<file path="config.mk">
export PLATFORM = sky130hd
export DESIGN_NAME = timer_prescaler_flat
export DESIGN_NICKNAME = d
export VERILOG_FILES = /design/src/rtl/timer_prescaler_if.sv /design/src/rtl/timer_prescaler.sv /design/src/flat_wrapper.sv
export SDC_FILE = /design/constraint.sdc
export NUM_CORES = 1
export LEC_CHECK = 0
export BUFFER_PORTS_ARGS = -buffer_cell sky130_fd_sc_hd__buf_4
export CORE_MARGIN = 2
export CORE_UTILIZATION = 45
export CTS_BUF_LIST = sky130_fd_sc_hd__clkbuf_16
export CTS_CLUSTER_SIZE = 24
export DETAILED_ROUTE_END_ITERATION = 10
export PLACE_DENSITY = 0.67
export SKIP_CTS_REPAIR_TIMING = 1
export SYNTH_ARGS = -nofsm -noshare
export SYNTH_HDL_FRONTEND = slang
export SYNTH_SLANG_ARGS = --single-unit
</file>
<file path="constraint.sdc">
create_clock -name pclk -period 4.5 [get_ports pclk]
set_input_delay 0.9 -clock pclk [delete_from_list [all_inputs] [get_ports pclk]]
set_output_delay 0.9 -clock pclk [all_outputs]
set_load 0.05 [all_outputs]
</file>
<file path="src/rtl/timer_prescaler_if.sv">
// TCR-side view of the timer prescaler: the enable and clock-select fields go in,
// and the count-enable tick and debug state come out.
interface timer_prescaler_if #(
    parameter int DIV_W = 4
);
    logic             en;
    logic [1:0]       cks;
    logic             tick;
    logic [DIV_W-1:0] div_cnt;
    logic [1:0]       cks_active;
    logic             busy;

    modport master (output en, cks, input tick, div_cnt, cks_active, busy);
    modport slave  (input en, cks, output tick, div_cnt, cks_active, busy);
endinterface

</file>
<file path="src/rtl/timer_prescaler.sv">
// Generates the TCNT count-enable: a single-cycle tick every 2/4/8/16 pclk cycles.
// Clock-select changes take effect only at a period boundary. Defining
// TIMER_PSC_EXT_CLK_EN adds a synchronized external clock source (ext_clk/ext_sel).
module timer_prescaler #(
    parameter int DIV_W       = 4,
    parameter int SYNC_STAGES = 2
) (
    input  logic                pclk,
    input  logic                preset_n,
    timer_prescaler_if.slave    bus
`ifdef TIMER_PSC_EXT_CLK_EN
    ,
    input  logic                ext_clk,
    input  logic                ext_sel
`endif
);

    typedef enum logic [1:0] {IDLE, RUN, SWITCH} state_t;

    state_t           state_q, state_nxt;
    logic [DIV_W-1:0] div_q, div_nxt;
    logic [1:0]       act_q, act_nxt;
    logic [1:0]       pend_q, pend_nxt;
    logic             pflg_q, pflg_nxt;
    logic [DIV_W-1:0] last;
    logic             wrap;
    logic             tick;
    logic             ext_mode;
    logic             ext_pulse;

`ifdef TIMER_PSC_EXT_CLK_EN
    logic [SYNC_STAGES-1:0] sync_q;
    logic                   ext_prev_q;

    always_ff @(posedge pclk) begin
        if (!preset_n) begin
            sync_q     <= '0;
            ext_prev_q <= 1'b0;
        end else begin
            sync_q     <= {sync_q[SYNC_STAGES-2:0], ext_clk};
            ext_prev_q <= sync_q[SYNC_STAGES-1];
        end
    end

    assign ext_pulse = sync_q[SYNC_STAGES-1] & ~ext_prev_q;
    assign ext_mode  = ext_sel;
`else
    assign ext_pulse = 1'b0;
    assign ext_mode  = 1'b0;
`endif

    always_comb begin
        last = DIV_W'(1);
        case (act_q)
            2'd0: last = DIV_W'(1);
            2'd1: last = DIV_W'(3);
            2'd2: last = DIV_W'(7);
            2'd3: last = DIV_W'(15);
            default: last = DIV_W'(1);
        endcase
    end

    assign wrap = (div_q == last);

    always_comb begin
        state_nxt = state_q;
        div_nxt   = div_q;
        act_nxt   = act_q;
        pend_nxt  = pend_q;
        pflg_nxt  = pflg_q;
        tick      = 1'b0;
        case (state_q)
            IDLE: begin
                div_nxt = '0;
                if (bus.en) begin
                    state_nxt = RUN;
                    act_nxt   = bus.cks;
                end
            end
            RUN, SWITCH: begin
                if (!bus.en) begin
                    // Dropping en abandons the partial period: no tick, no kept phase.
                    state_nxt = IDLE;
                    div_nxt   = '0;
                    pflg_nxt  = 1'b0;
                end else if (ext_mode) begin
                    tick    = ext_pulse;
                    div_nxt = '0;
                end else begin
                    tick    = wrap;
                    div_nxt = wrap ? '0 : div_q + DIV_W'(1);
                    if (state_q == RUN) begin
                        if (bus.cks != act_q) begin
                            state_nxt = SWITCH;
                            pend_nxt  = bus.cks;
                            pflg_nxt  = 1'b1;
                        end
                    end else if (wrap && pflg_q) begin
                        state_nxt = RUN;
                        act_nxt   = pend_q;
                        pflg_nxt  = 1'b0;
                    end else begin
                        pend_nxt = bus.cks;
                    end
                end
            end
            default: begin
                state_nxt = IDLE;
                div_nxt   = '0;
                pflg_nxt  = 1'b0;
            end
        endcase
    end

    always_ff @(posedge pclk) begin
        if (!preset_n) begin
            state_q <= IDLE;
            div_q   <= '0;
            act_q   <= 2'd0;
            pend_q  <= 2'd0;
            pflg_q  <= 1'b0;
        end else begin
            state_q <= state_nxt;
            div_q   <= div_nxt;
            act_q   <= act_nxt;
            pend_q  <= pend_nxt;
            pflg_q  <= pflg_nxt;
        end
    end

    assign bus.tick       = tick;
    assign bus.div_cnt    = div_q;
    assign bus.cks_active = act_q;
    assign bus.busy       = (state_q != IDLE);

endmodule

</file>
<file path="src/flat_wrapper.sv">
// flat-port wrapper written by rule: the top's interface ports become plain ports
module timer_prescaler_flat 
#(
    parameter int DIV_W       = 4,
    parameter int SYNC_STAGES = 2
)
  (pclk, preset_n, bus_en, bus_cks, bus_tick, bus_div_cnt, bus_cks_active, bus_busy);
  timer_prescaler_if #(.DIV_W(DIV_W)) bus_i ();
  input  logic pclk;
  input  logic preset_n;
  input wire logic [$bits(bus_i.en)-1:0] bus_en;
  input wire logic [$bits(bus_i.cks)-1:0] bus_cks;
  output wire logic [$bits(bus_i.tick)-1:0] bus_tick;
  output wire logic [$bits(bus_i.div_cnt)-1:0] bus_div_cnt;
  output wire logic [$bits(bus_i.cks_active)-1:0] bus_cks_active;
  output wire logic [$bits(bus_i.busy)-1:0] bus_busy;
  assign bus_i.en = bus_en;
  assign bus_i.cks = bus_cks;
  assign bus_tick = bus_i.tick;
  assign bus_div_cnt = bus_i.div_cnt;
  assign bus_cks_active = bus_i.cks_active;
  assign bus_busy = bus_i.busy;
  timer_prescaler #(.DIV_W(DIV_W), .SYNC_STAGES(SYNC_STAGES)) u_core (.pclk(pclk), .preset_n(preset_n), .bus(bus_i));
endmodule
</file>
==> reports/metrics.sh, run 1 <==
NUM-NETS-FINAL=107
GRT_START_MAX_NET_PINS=16
GP_CONGESTION=0.839
IRDROPWORSTVDD_mV=0.370
FIN_CRIT_PERIOD_NS=2.58
GRT_ANTENNA_BEFORE_REPAIR=0
FIN_WORST_SKEW_NS=0.00316
SYNTH_SEQ_CELLS=11
FIRST_GLOBAL_VIAS=539
SYN_AVG_CELL_AREA_UM2=8.38
N_ANTENNA_CELL=0
FINAL_CELL_COUNT_NO_FILL=112
FIRSTDRTPASSITERS=4
SYNTH_ENABLE_FLOP_CELLS=0
YOSYS-MUX-AREA-FRACTION_PCT=7.29
DRCVIOLATIONCOUNT=0
MAXCAPVIOLATIONS=0
PWR_DENSITY_CELL_nW_PER_UM2=696
P_INT_mW=0.356
AREA_GROWTH_SYN_TO_FIN_PCT=26.4
DRIVE_ABOVE_1_SHARE_PCT=19.8
WORST_PATH_FANOUT_MAX=10
TOTAL_LEAKAGE_POWER_nW=0.377
CRIT_ARRIVAL_NS=1.68
SYNTH.NET_COUNT=92
DETAILEDPLACE.WORSTSLACK_NS=2.13
AVGROUTEDWIREPERCELL_UM=12.7
PLACEMENT.IO_BUFFERS=12
MIN_PERIOD_OVER_PERIOD_PCT=57.3
MAX_FREQ_GHz=0.388
CLK_LATENCY_NS=0.24
POWER_SWITCHING_mW=0.248
VERTICAL_DIE_DIMENSION_UM=43.1
MAPPEDNETLISTAREA_UM2=687
P_SW_SHARE_PCT=41.1
TRITONCTS_NUM_SINKS=11
VIA_COUNT=599
POWER_mW=0.605
PATH_CLASS='flip-flop to output port'
ASYNCSETRESETFLOPFRACSYNTH_PCT=0
SYNTH_XOR_AREA_SHARE_PCT=6.38
POWER_FRAC_CLOCK_PCT=26.3
TIMING.FINAL.SETUP_VIOLATIONS=0
SEQ_AREA_FRAC_SYNTH_PCT=32.1
WL_UM=1420
DETAIL-ROUTE-ANTENNA-NETS=0
GRT_FIRST_PASS_WIRELENGTH_UM=2350
DETAIL_ROUTE.ITER0.VIOLATIONS=22
CRITPATHREQUIREDTIME_NS=3.60
SLEW_HEADROOM_PCT=79.7
STARTPOINT_TYPE='flip-flop'
TIMING.FINAL.WS_SETUP_NS=1.92
SYNTH_SIMPLE_GATE_AREA_SHARE_PCT=23.1
CTS_ROOT_BUFFER='sky130_fd_sc_hd__clkbuf_16'
DETAIL_ROUTE.VIAS_PER_CELL=5.35
DETAILED_PLACE_HPWL_UM=1030
SETUP_TOTAL_NEGATIVE_SLACK_NS=0
GR-USAGE-ALL-LAYERS_PCT=17.5
TIMING.FINAL.HOLD_VIOLATIONS=0
WORSTMARGINPINSLEW_NS=0.305
SYNTH_CELL_TYPES=26
CTS_MADE_BUFFERS=3
STATUS='complete, no violations'
PWR-SHARE-SEQ_PCT=25.6
GRT_OVERFLOW_TOTAL=0
CPMAXSTAGEDELAYCELL='sky130_fd_sc_hd__ha_1'
CLK_PIN_SLEW_WORST_PATHS_NS=0.04
POST_SYNTH_INST_COUNT=82
ENDPOINT_KIND='output port'
START_UTIL_PCT=46.7
SYNTH-COMPOUND-AREA-SHARE_PCT=18.2
CLOCKBUFFERDEPTH=2
POST_SYNTH_FA_HA_MAJ_AREA_FRACTION_PCT=9.11
CLOCK_TREE_FROM_TRITONCTS='built'
H-TREE-DEPTH=1
MIN-DELAY-PATH-CLASS='flip-flop to flip-flop'
FLOORPLAN_DIE_WIDTH_UM=43.1
MAX_STAGE_DELAY_ON_CRIT_PATH_NS=0.46
IO-PIN-COUNT=13
DIE_AREA_UM2=1860
CRIT_PATH_CELL_TRACE='inv_1, ha_1, nand2_1, nor2_1, buf_4'
SHARE_COMB_OF_TOTAL_POWER_PCT=48.0
NUMPLACEDINSTANCES=108
POST-ROUTE-UTIL_PCT=59.0
YS.WARNINGS.COUNT=0
DRV_SLEW=0
DOMINANT_COMBINATIONAL_CELL_FAMILY_BY_AREA_AFTER_SYNTHESIS='simple AND/OR/NAND/NOR gates'
CORE.ROWCOUNT=14
RSZ0062_AT_GRT='no'
CORE_AREA_UM2=1470
DOMINANTREGCELLSYNTH='sky130_fd_sc_hd__dfxtp_1'
==> synth_stat cells, types with 2 or more instances <==
| master | count | area [µm²] |
|---|---|---|
| sky130_fd_sc_hd__nand2_1 | 15 | 56.3 |
| sky130_fd_sc_hd__dfxtp_1 | 11 | 220 |
| sky130_fd_sc_hd__nor2_1 | 7 | 26.3 |
| sky130_fd_sc_hd__ha_1 | 5 | 62.6 |
| sky130_fd_sc_hd__inv_1 | 5 | 18.8 |
| sky130_fd_sc_hd__mux2i_1 | 5 | 50.1 |
| sky130_fd_sc_hd__a21oi_1 | 3 | 15.0 |
| sky130_fd_sc_hd__nand2b_1 | 3 | 18.8 |
| sky130_fd_sc_hd__nand3_1 | 3 | 15.0 |
| sky130_fd_sc_hd__o21ai_0 | 3 | 15.0 |
| sky130_fd_sc_hd__xor2_1 | 3 | 26.3 |
| sky130_fd_sc_hd__clkbuf_1 | 2 | 7.51 |
| sky130_fd_sc_hd__nand4_1 | 2 | 12.5 |
| sky130_fd_sc_hd__o211ai_1 | 2 | 15.0 |
| sky130_fd_sc_hd__xnor2_1 | 2 | 17.5 |
==> worst paths after layout <==
check / startpoint / end / slack, ns / cells after the start
worst max-delay path: u_core.state_q[0] / bus_tick / 1.92 / 5
worst min-delay path: u_core.pend_q[1] / u_core.pend_q[1] / 0.46 / 2
worst max register to register: u_core.state_q[0] / u_core.state_q[0] / 2.70 / 7
worst min register to register: u_core.pend_q[1] / u_core.pend_q[1] / 0.46 / 2
==> worst max-delay path: cells and delay by family, from the launching register on <==
kind / cells / cell delay, ns
DFF: 1 / 0.40
and+or+nand+nor: 2 / 0.31
adders and majority gates: 1 / 0.46
buffers and inverters: 2 / 0.26
==> state kept, by name, summed over array words and instances (netlist names) <==
name,cells
u_core.bus.cks_active,2
u_core.bus.div_cnt,4
u_core.pend_q,2
u_core.pflg_q,1
u_core.state_q,2
==> through the flow <==
stage | hold WS (ns) | area [µm²]
floorplan | 0.430 | 687
global placement | 0.439 | 790
detailed placement | 0.450 | 790
CTS | 0.457 | 868
global route | 0.492 | 868
finish | 0.456 | 868
==> per-layer routing <==
layer	vias up	wire, µm	track usage (%)
li1	309	-	-
met1	261	724	24.9
met2	25	585	23.3
met3	4	71	3.83
met4	0	36	10.9
met5	-	0	0
==> cell type report <==
class                      count  area [µm²]
multi-input combinational     64         440
tap                           16        20.0
timing repair buffer          12        90.1
clock inverter                 1        3.75
inverter                       5        18.8
fill                         135         603
clock buffer                   3        75.1
sequential                    11         220
==> power groups by stage <==
stage	clock network [mW]	registers [mW]	logic (mW)
floorplan	0	0.188	0.189
global placement	0	0.155	0.286
detailed placement	0	0.156	0.287
CTS	0.160	0.155	0.290
global route	0.167	0.160	0.316
finish	0.159	0.155	0.291
==> layout by cell type (no fill, tap or decap), types with 3 or more instances in the layout <==
master,Yosys,final
sky130_fd_sc_hd__a21oi_1,3,3
sky130_fd_sc_hd__buf_4,0,12
sky130_fd_sc_hd__clkbuf_16,0,3
sky130_fd_sc_hd__dfxtp_1,11,11
sky130_fd_sc_hd__ha_1,5,5
sky130_fd_sc_hd__inv_1,5,6
sky130_fd_sc_hd__mux2i_1,5,5
sky130_fd_sc_hd__nand2_1,15,15
sky130_fd_sc_hd__nand2b_1,3,3
sky130_fd_sc_hd__nand3_1,3,3
sky130_fd_sc_hd__nor2_1,7,7
sky130_fd_sc_hd__o21ai_0,3,3
sky130_fd_sc_hd__xor2_1,3,3
==> cell families (layout without fill, tap and decap cells) <==
kind of cell,after synthesis,in the layout
adders and majority gates,5,5
and+or+nand+nor,34,34
buffers and inverters,7,21
DFF,11,11
muxes,5,5
xor gates and xnor gates,5,5
AOI/OAI and AO/OA,15,15
Note: power is estimated with default switching activity, not from simulation.
==> run 2, diff against run 1 <==
--- a/config.mk
+++ b/config.mk
@@ -5,13 +5,14 @@
 export SDC_FILE = /design/constraint.sdc
 export NUM_CORES = 1
 export LEC_CHECK = 0
+export ABC_AREA = 1
 export BUFFER_PORTS_ARGS = -buffer_cell sky130_fd_sc_hd__buf_4
 export CORE_MARGIN = 2
 export CORE_UTILIZATION = 45
 export CTS_BUF_LIST = sky130_fd_sc_hd__clkbuf_16
 export CTS_CLUSTER_SIZE = 24
 export DETAILED_ROUTE_END_ITERATION = 10
-export PLACE_DENSITY = 0.67
+export PLACE_DENSITY = 0.69
 export SKIP_CTS_REPAIR_TIMING = 1
 export SYNTH_ARGS = -nofsm -noshare
 export SYNTH_HDL_FRONTEND = slang
==> constraint.sdc (replaced) <==
create_clock -name pclk -period 2.11 [get_ports pclk]
set_input_delay 0.422 -clock pclk [delete_from_list [all_inputs] [get_ports pclk]]
set_output_delay 0.422 -clock pclk [all_outputs]
set_load 0.05 [all_outputs]
==> run 2 against run 1 <==
Combinational power up 130%. Wire length up 7.0%. First-iteration DRC count down 50%. Critical endpoint unchanged.
==> reports/metrics.sh, run 2 <==
STATUS='complete, no violations'
FINAL_CELL_MIX='sky130_fd_sc_hd__nand2_1, sky130_fd_sc_hd__nor2_1, sky130_fd_sc_hd__inv_1'
IO-PIN-COUNT=13  # unchanged
CPMAXSTAGEDELAYCELL='sky130_fd_sc_hd__dfxtp_1'
ROUTED.TOP_LAYER='met4'
TIMING.FINAL.HOLD_VIOLATIONS=0  # unchanged
MET3_WIRELENGTH_UM=85  # +20%
MIN_PERIOD_OVER_PERIOD_PCT=93.4
VERTICAL_DIE_DIMENSION_UM=43.2  # +0.41%
DRCVIOLATIONCOUNT=0  # unchanged
POST_SYNTH_INST_COUNT=102  # +24%
DRV_SLEW=0  # unchanged
YS.WARNINGS.COUNT=0  # unchanged
WORST-R2R-CELL-COUNT=9  # +2
PATH_CLASS='flip-flop to output port'
GRT_FIRST_PASS_WIRELENGTH_UM=2460  # +4.7%
CRIT_ARRIVAL_NS=1.55  # -0.13 ns
SYNTH.NET_COUNT=112  # +22%
CTS_ROOT_BUFFER='sky130_fd_sc_hd__clkbuf_16'
PLACEMENT.IO_BUFFERS=12  # unchanged
DETAIL-ROUTE-ANTENNA-NETS=0  # unchanged
MAPPEDNETLISTAREA_UM2=693  # +0.91%
SYNTH_SEQ_CELLS=11  # unchanged
DETAILED_PLACE_HPWL_UM=1140  # +11%
SYNTH_ENABLE_FLOP_CELLS=0  # unchanged
SYNTH_CELL_TYPES=22  # -15%
CRITPATHREQUIREDTIME_NS=1.69  # -1.91 ns
FIN_WORST_SKEW_NS=0.00346  # +0.000301 ns
FIRSTDRTPASSITERS=4  # unchanged
WL_MET1_UM=667  # -7.9%
ENDPOINT_KIND='output port'
CORE.ROWCOUNT=14  # unchanged
CLOCK_TREE_FROM_TRITONCTS='built'
CRITICAL_PATH.REG2REG.ENDPOINT='u_core.state_q[1]'
SYNTH_TOP_AREA_SHARE_PCT=31.8  # -0.29 points
STARTPOINT='u_core.state_q[0]'
MAX_STAGE_DELAY_ON_CRIT_PATH_NS=0.39  # -0.07 ns
TIMING.FINAL.SETUP_VIOLATIONS=0  # unchanged
CLOCKBUFFERDEPTH=2  # unchanged
CORE_AREA_UM2=1470  # unchanged
SEQ_AREA_FRAC_SYNTH_PCT=31.8  # -0.29 points
SYNTHMOSTINSTANTIATEDCELL='sky130_fd_sc_hd__nor2_1'
SETUP_TOTAL_NEGATIVE_SLACK_NS=0  # unchanged
MAX_FREQ_GHz=0.508
WORST_PATH_FANOUT_MAX=6  # -4
MAXCAPVIOLATIONS=0  # unchanged
NUM-NETS-FINAL=128  # +20%
DRIVE_ABOVE_1_SHARE_PCT=19.7  # -0.13 points
TIMING.FINAL.WS_SETUP_NS=0.140  # -1.78 ns
SYNTHTOPCELLSBYCOUNT='sky130_fd_sc_hd__nor2_1, sky130_fd_sc_hd__nand2_1, sky130_fd_sc_hd__inv_1'
MIN-DELAY-PATH-CLASS='input pin to flip-flop'
AVGROUTEDWIREPERCELL_UM=11.4  # -9.9%
VIA_COUNT=693  # +16%
SLEW_HEADROOM_PCT=69.1  # -11 points
GRT_ANTENNA_BEFORE_REPAIR=0  # unchanged
NUM-FILL-CELLS=155  # +15%
CRITICAL_PATH.ENDPOINT='bus_tick'
SYN_AVG_CELL_AREA_UM2=6.80  # -19%
START_UTIL_PCT=47.1  # +0.43 points
CLK_LATENCY_NS=0.24  # about the same
ROUTED-WL-MET2_UM=748  # +28%
SYNTHTOPCELLSBYAREA='sky130_fd_sc_hd__dfxtp_1, sky130_fd_sc_hd__nor2_1, sky130_fd_sc_hd__nand2_1'
WORST-R2R-SETUP-SLACK_NS=0.40  # -2.30 ns
TOTAL_LEAKAGE_POWER_nW=0.417  # +11%
STARTPOINT_TYPE='flip-flop'
CLK_PIN_SLEW_WORST_PATHS_NS=0.04  # about the same
GRT_START_MAX_NET_PINS=9  # -7
FIN_CRIT_PERIOD_NS=1.97
DIE_AREA_UM2=1870  # +0.81%
GR-USAGE-ALL-LAYERS_PCT=18.3  # +0.84 points
DETAILEDPLACE.WORSTSLACK_NS=0.398  # -1.74 ns
IRDROPWORSTVDD_mV=1.08  # +190%
CRIT-REG2REG-LAUNCH='u_core.state_q[0]'
RSZ0062_AT_GRT='no'
DETAIL_ROUTE.VIAS_PER_CELL=5.21  # -2.6%
POWER_mW=1.34  # +120%
H-TREE-DEPTH=1  # unchanged
LARGEST_REGISTER_FFS=4  # unchanged
FIRST_GLOBAL_VIAS=601  # +12%
WORSTMARGINPINSLEW_NS=0.461  # +0.156 ns
TRITONCTS_NUM_SINKS=11  # unchanged
CTS_MADE_BUFFERS=3  # unchanged
WL_UM=1520  # +7.0%
FLOORPLAN_DIE_WIDTH_UM=43.2  # +0.41%
PWR_DENSITY_CELL_nW_PER_UM2=1520  # +120%
DOMINANTREGCELLSYNTH='sky130_fd_sc_hd__dfxtp_1'
SYNTH_TOP_AREA_CELL='sky130_fd_sc_hd__dfxtp_1'
CRIT_PATH_CELL_TRACE='inv_1, ha_1, nand2_1, nor2_2, buf_4'
GRT_OVERFLOW_TOTAL=0  # unchanged
ASYNCSETRESETFLOPFRACSYNTH_PCT=0  # unchanged
GP_CONGESTION=0.845  # +0.69%
DETAIL_ROUTE.ITER0.VIOLATIONS=11  # -50%
AREA_GROWTH_SYN_TO_FIN_PCT=27.1
N_ANTENNA_CELL=0  # unchanged
-- run 2: cell count changes in the layout (fill, tap and decap cells not counted), sizes merged, moves of 3 or more --
cell    change
nor2       +12
inv         +9
nand3       +8
a21oi       +7
mux2i       -5
nand2       +4
nand2b      -3
-- run 2: worst min-delay path by stage --
stage                           from          endpoint  slack, ns  cells after the start
floorplan           u_core.pend_q[0]  u_core.pend_q[0]       0.45                      2
global placement    u_core.pend_q[1]  u_core.pend_q[1]       0.47                      2
detailed placement  u_core.pend_q[0]  u_core.pend_q[0]       0.48                      2
CTS                         preset_n     u_core.pflg_q       0.46                      3
global route                preset_n     u_core.pflg_q       0.48                      3
finish                      preset_n     u_core.pflg_q       0.47                      3
-- run 2: per-stage QoR --
step / hold slack [ns] / area (µm²) / cells / util [%]
after floorplan: 0.452 / 696 / 102 / -
after global placement: 0.467 / 802 / 129 / 54.5
after detailed placement: 0.481 / 802 / 129 / 54.5
after CTS: 0.463 / 881 / 133 / 59.9
after global routing: 0.479 / 881 / 133 / 59.9
final: 0.467 / 881 / 133 / 59.9
-- run 2: cell type report --
cell class                      instances  area [µm²]  area share, %
Multi-Input combinational cell         76         419           47.6
Clock inverter                          1        3.75          0.426
Timing Repair Buffer                   12        90.1           10.2
Clock buffer                            3        75.1           8.52
Inverter                               14        52.6           5.97
Sequential cell                        11         220           25.0
Tap cell                               16        20.0           2.27
-- run 2: critical path: cells and delay by family, from the launching register on --
kind,cells,cell delay (ns)
fa+ha+maj,1,0.38
flops,1,0.39
simple gates,2,0.28
buf+inv,2,0.26
-- run 2: power by group --
group | internal (mW) | switching [mW] | total (mW)
Clock | 0.249 | 0.0951 | 0.344
Combinational | 0.228 | 0.432 | 0.660
Sequential | 0.269 | 0.0652 | 0.334
-- run 2: logic make-up after synthesis --
group / Yosys count / share of synthesized area (%)
simple gates: 53 / 35.4
compound gates: 15 / 11.9
buf+inv: 15 / 8.12
flops: 11 / 31.8
fa+ha+maj: 5 / 9.03
xor+xnor: 3 / 3.79
-- run 2: layer usage --
layer  global-route usage (%)  vias up
met3                     7.66        3
li1                         -      361
met1                     19.3      310
met4                     5.45        0
met5                        0        -
met2                     32.5       19
